`src/rtl/module_bin_bcd_pkg.sv`:
```
// Shared display-path types and constants for the binary-to-BCD converter.
`timescale 1ns/1ps
package pkg_display;

  typedef enum logic {
    IDLE  = 1'b0,
    SHIFT = 1'b1
  } state_t;

  localparam int BIN_W_DEF  = 16;
  localparam int DIGITS_DEF = 5;
  localparam int CNT_W      = 5;

  localparam logic [3:0] BCD_ADD = 4'd3;
  localparam logic [3:0] BCD_THR = 4'd5;

endpackage

```
`src/rtl/module_bcd_add3.sv`:
```
// Nibble corrector for shift-and-add-3: digits of 5 or more get +3 before the shift.
`timescale 1ns/1ps
module module_bcd_add3
  import pkg_display::*;
(
  input  logic [3:0] nib_in,
  output logic [3:0] nib_out
);

  always_comb begin
    nib_out = (nib_in >= BCD_THR) ? (nib_in + BCD_ADD) : nib_in;
  end

endmodule

```
`src/rtl/module_bin_bcd.sv`:
```
// Sequential binary-to-BCD converter, one bit per clock, with leading-zero digit mask.
// state | meaning
// IDLE  | waiting for bin_in to differ from last converted value
// SHIFT | one correct-and-shift step per cycle, BIN_W cycles total
`timescale 1ns/1ps
module module_bin_bcd
  import pkg_display::*;
#(
  parameter int BIN_W  = BIN_W_DEF,
  parameter int DIGITS = DIGITS_DEF
)
(
  input  logic                  clk,
  input  logic                  rst,
  input  logic [BIN_W-1:0]      bin_in,
  output logic [4*DIGITS-1:0]   bcd_out,
  output logic [DIGITS-1:0]     digit_en,
  output logic                  busy,
  output logic                  done
);

  localparam logic [DIGITS-1:0] EN_RST = DIGITS'(1);

  state_t                state_q, state_d;
  logic [BIN_W-1:0]      last_bin_q, last_bin_d;
  logic [BIN_W-1:0]      bin_sr_q, bin_sr_d;
  logic [4*DIGITS-1:0]   bcd_sr_q, bcd_sr_d;
  logic [CNT_W-1:0]      cnt_q, cnt_d;
  logic [4*DIGITS-1:0]   bcd_out_q, bcd_out_d;
  logic [DIGITS-1:0]     digit_en_q, digit_en_d;
  logic                  done_q, done_d;

  logic [4*DIGITS-1:0]   bcd_corr;
  logic [4*DIGITS-1:0]   bcd_shift;
  logic [BIN_W-1:0]      bin_shift;
  logic [DIGITS-1:0]     en_mask;
  logic                  any_nz;
  logic                  last_step;
  logic                  start;

  for (genvar g = 0; g < DIGITS; g++) begin : g_add3
    module_bcd_add3 u_add3 (
      .nib_in  (bcd_sr_q[4*g +: 4]),
      .nib_out (bcd_corr[4*g +: 4])
    );
  end

  assign bcd_shift = {bcd_corr[4*DIGITS-2:0], bin_sr_q[BIN_W-1]};
  assign bin_shift = {bin_sr_q[BIN_W-2:0], 1'b0};
  assign last_step = (cnt_q == CNT_W'(BIN_W-1));
  assign start     = (bin_in != last_bin_q);

  // A digit is lit once it or any more significant digit is nonzero.
  always_comb begin
    en_mask = '0;
    any_nz  = 1'b0;
    for (int i = DIGITS-1; i >= 0; i--) begin
      any_nz     = any_nz | (bcd_shift[4*i +: 4] != 4'd0);
      en_mask[i] = any_nz;
    end
    en_mask[0] = 1'b1;
  end

  always_ff @(posedge clk or negedge rst) begin
    if (!rst) begin
      state_q    <= IDLE;
      last_bin_q <= '0;
      bin_sr_q   <= '0;
      bcd_sr_q   <= '0;
      cnt_q      <= '0;
      bcd_out_q  <= '0;
      digit_en_q <= EN_RST;
      done_q     <= 1'b0;
    end else begin
      state_q    <= state_d;
      last_bin_q <= last_bin_d;
      bin_sr_q   <= bin_sr_d;
      bcd_sr_q   <= bcd_sr_d;
      cnt_q      <= cnt_d;
      bcd_out_q  <= bcd_out_d;
      digit_en_q <= digit_en_d;
      done_q     <= done_d;
    end
  end

  always_comb begin
    state_d = state_q;
    case (state_q)
      IDLE:    if (start) state_d = SHIFT;
      SHIFT:   if (last_step) state_d = IDLE;
      default: state_d = IDLE;
    endcase
  end

  always_comb begin
    last_bin_d = last_bin_q;
    bin_sr_d   = bin_sr_q;
    bcd_sr_d   = bcd_sr_q;
    cnt_d      = cnt_q;
    bcd_out_d  = bcd_out_q;
    digit_en_d = digit_en_q;
    done_d     = 1'b0;
    case (state_q)
      IDLE: begin
        if (start) begin
          bin_sr_d   = bin_in;
          last_bin_d = bin_in;
          bcd_sr_d   = '0;
          cnt_d      = '0;
        end
      end
      SHIFT: begin
        bin_sr_d = bin_shift;
        bcd_sr_d = bcd_shift;
        cnt_d    = cnt_q + CNT_W'(1);
        // Outputs only move on the final step so the display never shows partial sums.
        if (last_step) begin
          bcd_out_d  = bcd_shift;
          digit_en_d = en_mask;
          done_d     = 1'b1;
        end
      end
      default: ;
    endcase
  end

  always_comb begin
    busy = (state_q == SHIFT);
  end

  assign bcd_out  = bcd_out_q;
  assign digit_en = digit_en_q;
  assign done     = done_q;

endmodule
```
`config.mk`:
```
export PLATFORM = sky130hd
export DESIGN_NAME = module_bin_bcd
export DESIGN_NICKNAME = d
export VERILOG_FILES = /design/src/rtl/module_bin_bcd_pkg.sv /design/src/rtl/module_bcd_add3.sv /design/src/rtl/module_bin_bcd.sv
export SDC_FILE = /design/constraint.sdc
export NUM_CORES = 1
export LEC_CHECK = 0
export ABC_AREA = 1
export BUFFER_PORTS_ARGS = -buffer_cell sky130_fd_sc_hd__buf_4
export CAP_MARGIN = 20
export CORE_ASPECT_RATIO = 0.8
export CORE_MARGIN = 3
export CORE_UTILIZATION = 54
export CTS_CLUSTER_DIAMETER = 80
export DETAILED_ROUTE_END_ITERATION = 8
export GPL_ROUTABILITY_DRIVEN = 0
export GPL_TIMING_DRIVEN = 0
export PLACE_DENSITY_LB_ADDON = 0.08
export SYNTH_ARGS = -nofsm -noshare
export SYNTH_HDL_FRONTEND = slang
export SYNTH_HIERARCHICAL = 1
export SYNTH_SLANG_ARGS = --single-unit
```
`constraint.sdc`:
```
create_clock -name clk -period 1.66 [get_ports clk]
set_input_delay 0.332 -clock clk [delete_from_list [all_inputs] [get_ports clk]]
set_output_delay 0.332 -clock clk [all_outputs]
set_load 0.01 [all_outputs]
```
==> metrics.md <==
| Metric | Value |
|---|---|
| Die width | ~110 um |
| WL per Instance | between 10 and 15 um |
| P_leak | about 3 nW |
| Hpwl dp | 7480 um |
| Die height | 88.6 um |
| FF/Latch Area | 2080 um2 |
| Post-Place Worst Slack | -326 ps |
| Critical Path RT | 1900 ps |
| Congestion Overflow GR | 0 |
| Diodes inserted | 0 |
| Final Instance Area | 5610 um2 |
| Hold Path Class | in -> reg |
| Initial core utilization | 56.9% |
| Outcome | finished, violations left |
| RSZ-0062 raised after global routing | yes |
| Nets | 710 |
| Footprint of the multi-input gates | 2220 um2 |
| CTS Buf Count | 9 |
| Worst-path clk slew | 90 ps |
| CTS Sinks | 83 |
| Startpoint Class | register |
| Clock latency on the worst-skew pair | approximately 360 ps |
| Final Hold Vio Count | 0 |
| Cells after Synth | 604 |
| Syn. warnings | 6 |
| Number of global-route vias before repair | 4064 |
| Total power | between 10 and 15 mW |
| Initial antenna violation count | 0 |
| DP Area | 5060 um2 |
| Min Hold Slack | between 200 and 250 ps |
| Fill count | 684 |
| DRC | 0 |
| Data arrival, critical path | a little over 2000 ps |
| Layout Cells excl Fill | about 790 |
| DP Cell Count | 755 |
| Final WL | ~11000 um |
| Port bufs | 43 |
| Post-Syn Nets | 634 |
| Final WS setup | -134 ps |
| Syn avg cell area | 7.62 um2 |
| Cell Area, Synth | 4600 um2 |
| Max Cap Violations | 0 |
| DR iter-0 viols | roughly 210 |
| Power Density | 1940 nW/um2 |
| Largest net degree at the start of global routing | 84 |
| Core area | 8090 um2 |
| Vias per Instance | 5.30 |
| Commonest non-fill, non-tap cell in the layout | nand2_1 |
| Worst vdd ir | around 1.0 mV |
| GRT Total Usage | 24.7% |
| Slew Limit Fails | 0 |
| Worst-path maximum fanout | 4 |
| WS Path Type | reg -> reg |
| Synth-to-Final Area Change | 21.8% |
| Setup TNS | -381 ps |
| Final Cycle Share | 108% |
| Final core utilization | 69.3% |
| Via count | 4193 |
| Site row count | 29 |
| Setup violations, final | 4 |
| Post-route ant nets | 0 |
| Initial DRT Pass Iterations | 5 |
| H-tree Lvls | 3 |
| Fin crit period | around 1800 ps |
| CTS tree | done |
| Max Fclk | 0.558 GHz |
| Layout cell share with drive strength beyond 1 | 24.3% |
| First-pass GRT wire length | 18900 um |
| Clock Skews | ~14 ps |
| IO Count | 45 |
| Violated checks | negative setup slack |
| Clk buf depth | 2 |
| Crit path capture type | register |
| Most frequent cells in the layout | 241 x nand2_1, 83 x dfrtp_1, 66 x buf_4 |
| Clock root cell | clkbuf_8 |
| Die Area | 9680 um2 |
==> timing repair <==
item | 4_1_cts | 5_1_grt
gates resized for setup | 25 | 33
hold buffers | 0 | 1
buffers inserted | 11 | 11
pin swaps | 10 | 9
hold endpoints to repair | 0 | 10
endpoints found under the setup margin | 31 | 80
==> where the power goes <==
group	total [mW]	switching, mW	internal, mW
clock network	1.71	0.729	0.983
registers	3.61	0.672	2.94
logic	5.55	3.35	2.20
total	10.9	4.75	6.13
==> final cells by class <==
cell class,instances,area share (%)
Tap cell,108,2.41
Multi-Input combinational cell,428,39.5
Clock buffer,9,2.21
Sequential cell,83,37.0
Inverter,65,4.44
Buffer,27,3.30
Timing Repair Buffer,66,9.23
Clock inverter,5,1.85
==> worst max-delay path, stage by stage, from the launching register on <==
cell and delay [ps]:
dfrtp_1 410, inv_1 100, ha_2 220, nor2_4 50, nor2_4 170, a21oi_2 60
inv_1 70, nand4_1 160, nor2_2 190, nand4_1 110, o21ai_1 100, inv_1 50
==> registers in the layout, summed over array words and instances (netlist names) <==
| register | cells |
|---|---|
| last_bin_q | 16 |
| bcd_out | 20 |
| bcd_sr_q | 20 |
| busy | 1 |
| done | 1 |
| digit_en | 4 |
| cnt_q | 5 |
| bin_sr_q | 16 |
==> routing by layer <==
metal	global-route usage [%]	vias up	routed length, um
met1	33.6	1990	4920
met3	5.11	17	699
met5	0	-	0
met2	40.2	129	5240
met4	7.36	0	140
li1	-	2057	-
==> final timing paths <==
path / endpoint / depth (start not counted) / startpoint / slack, ps
setup / recovery: digit_en[1]$_DFFE_PN0P_ / 11 / bcd_sr_q[12]$_DFFE_PN0P_ / -130
hold / removal: last_bin_q[12]$_DFFE_PN0P_ / 3 / bin_in[12] / 220
setup reg to reg: digit_en[1]$_DFFE_PN0P_ / 11 / bcd_sr_q[12]$_DFFE_PN0P_ / -130
hold reg to reg: bcd_out[6]$_DFFE_PN0P_ / 2 / bcd_out[6]$_DFFE_PN0P_ / 480
max in group asynchronous: bin_sr_q[3]$_DFFE_PN0P_ / 3 / rst / 720
min in group asynchronous: last_bin_q[12]$_DFFE_PN0P_ / 2 / rst / 350
Power figures use the tool's default switching activity.
